`config.mk`:
```
export PLATFORM = sky130hd
export DESIGN_NAME = lsu_rr_scheduler
export DESIGN_NICKNAME = d
export VERILOG_FILES = /design/src/rtl/lsu_rr_scheduler.sv
export SDC_FILE = /design/constraint.sdc
export NUM_CORES = 2
export LEC_CHECK = 0
export CAP_MARGIN = 30
export CELL_PAD_IN_SITES_DETAIL_PLACEMENT = 1
export CELL_PAD_IN_SITES_GLOBAL_PLACEMENT = 2
export CORE_AREA = 8 8 481 483
export CTS_CLUSTER_DIAMETER = 30
export DETAILED_ROUTE_END_ITERATION = 6
export DIE_AREA = 0 0 489 491
export GPL_TIMING_DRIVEN = 0
export HOLD_SLACK_MARGIN = 0.02
export PLACE_DENSITY_LB_ADDON = 0.25
export RECOVER_POWER = 50
export SETUP_SLACK_MARGIN = 0.3
export SLEW_MARGIN = 25
export SYNTH_ARGS = -nofsm -noshare
export SYNTH_HDL_FRONTEND = slang
export SYNTH_SLANG_ARGS = --single-unit
```
`constraint.sdc`:
```
create_clock -name clk -period 8.75 [get_ports clk]
set_input_delay 2.1875 -clock clk [delete_from_list [all_inputs] [get_ports clk]]
set_output_delay 2.1875 -clock clk [all_outputs]
set_load 0.005 [all_outputs]
```
`src/rtl/lsu_rr_scheduler.sv`:
```
`default_nettype none
// ============================================================================
// Module   : lsu_rr_scheduler
// Purpose  : Round-robin scheduler sharing one data-memory port among the
//            LSUs of a core. One request is captured at a time, issued with a
//            valid/ready handshake, and (for reads) the single outstanding
//            response is routed back. Each completed transaction gives the
//            issuing LSU a one-cycle req_ack pulse.
// Ports    : clk, reset (async, active-high)
//            req_valid/req_write/req_addr/req_data  per-LSU request inputs
//            req_ack, resp_data                     per-LSU completion/read data
//            mem_valid/mem_write/mem_addr/mem_data  registered memory request
//            mem_ready, mem_resp_valid, mem_resp_data  memory controller side
//            busy                                   state != IDLE
// Options  : LSU_SCHED_PERF_EN adds perf_grants[15:0] and perf_stall[15:0]
//            saturating counters.
// Revision : 1.0 - initial release
// ============================================================================
module lsu_rr_scheduler #(
  parameter int NUM_REQUESTERS = 64,
  parameter int ADDR_WIDTH     = 8,
  parameter int DATA_WIDTH     = 8,
  parameter int ID_WIDTH       = (NUM_REQUESTERS > 1) ? $clog2(NUM_REQUESTERS) : 1
) (
  input  logic                      clk,
  input  logic                      reset,
  input  logic [NUM_REQUESTERS-1:0] req_valid,
  input  logic [NUM_REQUESTERS-1:0] req_write,
  input  logic [ADDR_WIDTH-1:0]     req_addr [NUM_REQUESTERS],
  input  logic [DATA_WIDTH-1:0]     req_data [NUM_REQUESTERS],
  output logic [NUM_REQUESTERS-1:0] req_ack,
  output logic [DATA_WIDTH-1:0]     resp_data,
  output logic                      mem_valid,
  output logic                      mem_write,
  output logic [ADDR_WIDTH-1:0]     mem_addr,
  output logic [DATA_WIDTH-1:0]     mem_data,
  input  logic                      mem_ready,
  input  logic                      mem_resp_valid,
  input  logic [DATA_WIDTH-1:0]     mem_resp_data,
`ifdef LSU_SCHED_PERF_EN
  output logic [15:0]               perf_grants,
  output logic [15:0]               perf_stall,
`endif
  output logic                      busy
);

  typedef enum logic [1:0] {
    S_IDLE      = 2'd0,
    S_ISSUE     = 2'd1,
    S_WAIT_RESP = 2'd2
  } state_t;

  localparam logic [ID_WIDTH:0]   c_num_req = (ID_WIDTH+1)'(NUM_REQUESTERS);
  localparam logic [ID_WIDTH-1:0] c_last_id = ID_WIDTH'(NUM_REQUESTERS - 1);

  state_t                    state_q;
  logic [ID_WIDTH-1:0]       rr_ptr_q;
  logic [ID_WIDTH-1:0]       id_q;
  logic [NUM_REQUESTERS-1:0] req_ack_q;
  logic [DATA_WIDTH-1:0]     resp_data_q;
  logic                      mem_valid_q;
  logic                      mem_write_q;
  logic [ADDR_WIDTH-1:0]     mem_addr_q;
  logic [DATA_WIDTH-1:0]     mem_data_q;

  logic                      win_found_d;
  logic [ID_WIDTH-1:0]       win_id_d;
  logic [ID_WIDTH-1:0]       rr_ptr_d;
  logic [NUM_REQUESTERS-1:0] ack_vec_d;
  logic [NUM_REQUESTERS-1:0] eligible_d;
  logic [ID_WIDTH:0]         cand_d;

  // Rotating priority search starting at rr_ptr. An LSU being acked this
  // cycle still has req_valid high, so it is masked out to avoid a re-grant.
  always_comb begin
    win_found_d = 1'b0;
    win_id_d    = '0;
    cand_d      = '0;
    eligible_d  = req_valid & ~req_ack_q;
    for (int i = 0; i < NUM_REQUESTERS; i++) begin
      cand_d = {1'b0, rr_ptr_q} + (ID_WIDTH+1)'(i);
      if (cand_d >= c_num_req) begin
        cand_d = cand_d - c_num_req;
      end
      if (!win_found_d && eligible_d[cand_d[ID_WIDTH-1:0]]) begin
        win_found_d = 1'b1;
        win_id_d    = cand_d[ID_WIDTH-1:0];
      end
    end
  end

  // Completion helpers: one-hot ack for the captured ID and the pointer
  // that hands priority to the LSU just after it.
  always_comb begin
    ack_vec_d = '0;
    for (int i = 0; i < NUM_REQUESTERS; i++) begin
      ack_vec_d[i] = (id_q == ID_WIDTH'(i));
    end
    rr_ptr_d = (id_q == c_last_id) ? '0 : id_q + 1'b1;
  end

  always_ff @(posedge clk or posedge reset) begin
    if (reset) begin
      state_q     <= S_IDLE;
      rr_ptr_q    <= '0;
      id_q        <= '0;
      req_ack_q   <= '0;
      resp_data_q <= '0;
      mem_valid_q <= 1'b0;
      mem_write_q <= 1'b0;
      mem_addr_q  <= '0;
      mem_data_q  <= '0;
    end else begin
      req_ack_q <= '0;
      case (state_q)
        S_IDLE: begin
          if (win_found_d) begin
            id_q        <= win_id_d;
            mem_write_q <= req_write[win_id_d];
            mem_addr_q  <= req_addr[win_id_d];
            mem_data_q  <= req_data[win_id_d];
            mem_valid_q <= 1'b1;
            state_q     <= S_ISSUE;
          end
        end
        S_ISSUE: begin
          // mem_valid is always high here; outputs hold until accepted.
          if (mem_ready) begin
            mem_valid_q <= 1'b0;
            if (mem_write_q) begin
              req_ack_q <= ack_vec_d;
              rr_ptr_q  <= rr_ptr_d;
              state_q   <= S_IDLE;
            end else begin
              state_q   <= S_WAIT_RESP;
            end
          end
        end
        S_WAIT_RESP: begin
          if (mem_resp_valid) begin
            resp_data_q <= mem_resp_data;
            req_ack_q   <= ack_vec_d;
            rr_ptr_q    <= rr_ptr_d;
            state_q     <= S_IDLE;
          end
        end
        default: begin
          state_q <= S_IDLE;
        end
      endcase
    end
  end

  assign req_ack   = req_ack_q;
  assign resp_data = resp_data_q;
  assign mem_valid = mem_valid_q;
  assign mem_write = mem_write_q;
  assign mem_addr  = mem_addr_q;
  assign mem_data  = mem_data_q;
  assign busy      = (state_q != S_IDLE);

`ifdef LSU_SCHED_PERF_EN
  logic [15:0] perf_grants_q;
  logic [15:0] perf_stall_q;

  always_ff @(posedge clk or posedge reset) begin
    if (reset) begin
      perf_grants_q <= '0;
      perf_stall_q  <= '0;
    end else begin
      if ((state_q == S_IDLE) && win_found_d && (perf_grants_q != 16'hFFFF)) begin
        perf_grants_q <= perf_grants_q + 16'd1;
      end
      if ((((state_q == S_ISSUE) && !mem_ready) || (state_q == S_WAIT_RESP)) &&
          (perf_stall_q != 16'hFFFF)) begin
        perf_stall_q <= perf_stall_q + 16'd1;
      end
    end
  end

  assign perf_grants = perf_grants_q;
  assign perf_stall  = perf_stall_q;
`endif

endmodule
`default_nettype wire
```
==> implementation parameters <==
Parameter                              Value

Floorplanning
  Die Height    491 um
  Horizontal die dimension    489 um
  Initial standard-cell utilization of the core    0.143
  Core Region    0.224 mm^2
  DIE AREA    0.240 mm^2
  I/O Pins    1255
  Standard-cell rows    174

Synthesis
  Proportion of synthesized chip area in sequential cells    0.0815
  Ys async rst share    1.00
  Cell count after synthesis    3884
  Cell type with the largest total area after synthesis    sky130_fd_sc_hd__mux2i_1
  Synth Area per Inst    8.22 um^2
  Biggest area contributors in the synthesized netlist    sky130_fd_sc_hd__mux2i_1 20%, sky130_fd_sc_hd__mux4_2 12%, sky130_fd_sc_hd__dfrtp_1 8.2%
  Dominant register cell in the synthesized netlist    sky130_fd_sc_hd__dfrtp_1
  Fraction of post-synthesis cell area in the top cell type by area    0.201
  Syn_nets    5072
  Post-synth cell types    122
  Flops & latches, synth    104
  Summed instance area of the synthesized netlist    0.0319 mm^2
  Number of enable flip-flop cells after synthesis    0
  Warnings from Yosys    0

STA
  Worst path setup slack after routing    -161 ps
  Clock skew after layout    14.9 ps
  Max-slew headroom    -1.91
  Transition time at the pin with the least slew margin    4360 ps
  Setup repair after global routing missed its margin    yes
  Final TNS setup    -366 ps
  # setup viols final    7
  Minimum period implied by the final worst setup slack    8910 ps
  Pins over their slew limit    80
  Fmax    112 MHz
  Final period util    1.02
  Worst Hold Slack    513 ps
  Final hold violations    0

Setup path
  Worst path bufs/invs    9
  Most frequent cell on the critical path    sky130_fd_sc_hd__buf_16
  Highest-delay cell along the critical path    sky130_fd_sc_hd__mux4_2
  Critical path's top delay family    simple AND/OR/NAND/NOR gates
  Required arrival time at the worst endpoint    8990 ps
  Category of the worst setup path capture point    flop
  Critical path launch point type    input pin
  Data arrival time of the worst path    9150 ps
  Longest individual stage delay on the worst path    690 ps
  Highest net fanout along the worst path    9
  Type of the setup path with the least slack    input pin to flop

Drt
  Detailed-route DRC error count    0
  Total wire length    385000 um
  1st-iter DRT viols    4715
  Initial DRT Pass Iterations    6
  Detailed-route wire length per cell    44.6 um
  Routed Antenna Nets    0
  Routed vias    46.2k
  Via-to-Cell Ratio    5.35

Finish
  Leading cell type in the layout, fill and taps excluded    sky130_fd_sc_hd__clkdlybuf4s50_1
  Fraction of final layout cells sized beyond drive strength 1    0.301
  Count of filler cells inserted in the layout    25.8k
  Nets@finish    6778
  Leading cell types in the layout, fill and taps excluded    1173 x sky130_fd_sc_hd__clkdlybuf4s50_1, 544 x sky130_fd_sc_hd__mux2i_1, 343 x sky130_fd_sc_hd__buf_4
  Layout-stage area growth over the synthesis result    86.0%
  Final design utilization    0.266

Min path
  Path class of the lowest-slack min-delay path    flop to flop

Clock network
  Register clock-pin slew on the reported worst setup and hold paths    100 ps
  H-tree Lvls    3
  # clock sinks    104
  Number of buffers between clock root and the deepest sink    2
  Clock Tree Root    sky130_fd_sc_hd__clkbuf_16
  Worst skew pair latency    410 ps
  Number of buffers created by CTS    9
  CTS tree    done

GRT
  Total grt overflow    0
  Met2 track demand over resource    0.491
  GR met3 Demand/Resource    0.0626
  Most Crowded Layer GR    met2
  First-pass GRT wire length    484000 um
  Global-route track usage on met1    0.371
  Global routing usage summed across all routing layers    0.299
  Largest net degree at the start of global routing    80
  Antenna violations before repair    126
  Number of global-route vias before repair    46.7k

Placed design
  Placed wire-length estimate after detailed placement    322000 um
  Number of I/O port buffers    1254
  Last weighted congestion value of the routability-driven placer    1.02
  Placement-stage worst setup slack    -6870 ps

Job
  Reported max-cap violation count    1

Run status
  Violated checks    capacitance limit, slew limit, setup timing
  Result of the run    finished, violations left
routing by layer:
metal | up-vias | share of wire
li1 | 19000 | -
met1 | 23800 | 0.40
met2 | 2742 | 0.46
met3 | 659 | 0.080
met4 | 38 | 0.064
met5 | - | 0.00066
through the flow:
step                      instance area (um^2)  cells
after CTS                                56400   8445
after global placement                   48200   8130
after floorplan                          31900   3884
final                                    59400   8639
after global routing                     59300   8608
after detailed placement                 49200   8179
final cells by class:
cell class,instances,area (um^2),area share
Sequential cell,104,2610,0.0439
Inverter,44,186,0.00314
Timing Repair Buffer,1695,16800,0.282
Antenna cell,52,130,0.00219
Clock inverter,7,104,0.00175
Multi-Input combinational cell,3399,31800,0.536
Buffer,337,3810,0.0642
Clock buffer,9,225,0.00379
Tap cell,2992,3740,0.0630
Yosys cell counts, drive strengths merged (37+ instances only):
library cell and instances:
mux2i 643, nand2 313, nor2 264, buf 196, o21ai 180, mux4 174, a21oi 143, clkbuf 141
nor4 134, nand3 108, dfrtp 104, a22oi 81, xnor2 74, nor2b 73, mux2 72, nand2b 72
nor3 63, nand4 56, a211oi 50, nor4bb 47, inv 43, nor3b 43, or4 40, o22ai 37
worst register-to-register path, delay by kind of cell (launching register included):
family          cells  cell delay (ps)
buf+inv            15             3830
compound gates      7             1660
simple gates        7             1560
xor+xnor            1              640
flops               1              570
mux                 1              440
flip-flops by register name, indices dropped and copies added, names as in the netlist:
register	count
id_q	6
mem_addr	8
mem_data	8
mem_valid	1
mem_write	1
req_ack	64
resp_data	8
rr_ptr_q	6
state_q	2
final timing paths:
kind | slack [ps] | cells after the start | to | startpoint
min | 510 | 1 | resp_data[2] | resp_data[2]
max | -160 | 27 | mem_data[0] | req_valid[20]
min in group asynchronous | 2480 | 2 | resp_data[7] | reset
min reg2reg | 510 | 1 | resp_data[2] | resp_data[2]
max in group asynchronous | 1020 | 3 | rr_ptr_q[4] | reset
max reg2reg | -130 | 31 | mem_data[0] | rr_ptr_q[4]
cells by family after synthesis:
logic type	after synthesis	share of synthesized area
AOI/OAI and AO/OA	907	0.204
xor gates and xnor gates	84	0.0230
DFF	104	0.0815
and+or+nand+nor	1495	0.270
muxes	889	0.350
buffers and inverters	381	0.0620
adders and majority gates	24	0.00941
repair_timing:
item / in CTS / in global routing
buffers inserted: 247 / 129
gates cloned: 3 / 10
hold buffers: 0 / 0
setup endpoints to repair: 26 / 18
pin swaps: 136 / 109
resized for setup: 1192 / 402
Power is not shown: default switching activity piles up to over one toggle a cycle in this logic, so the estimate is an artifact.
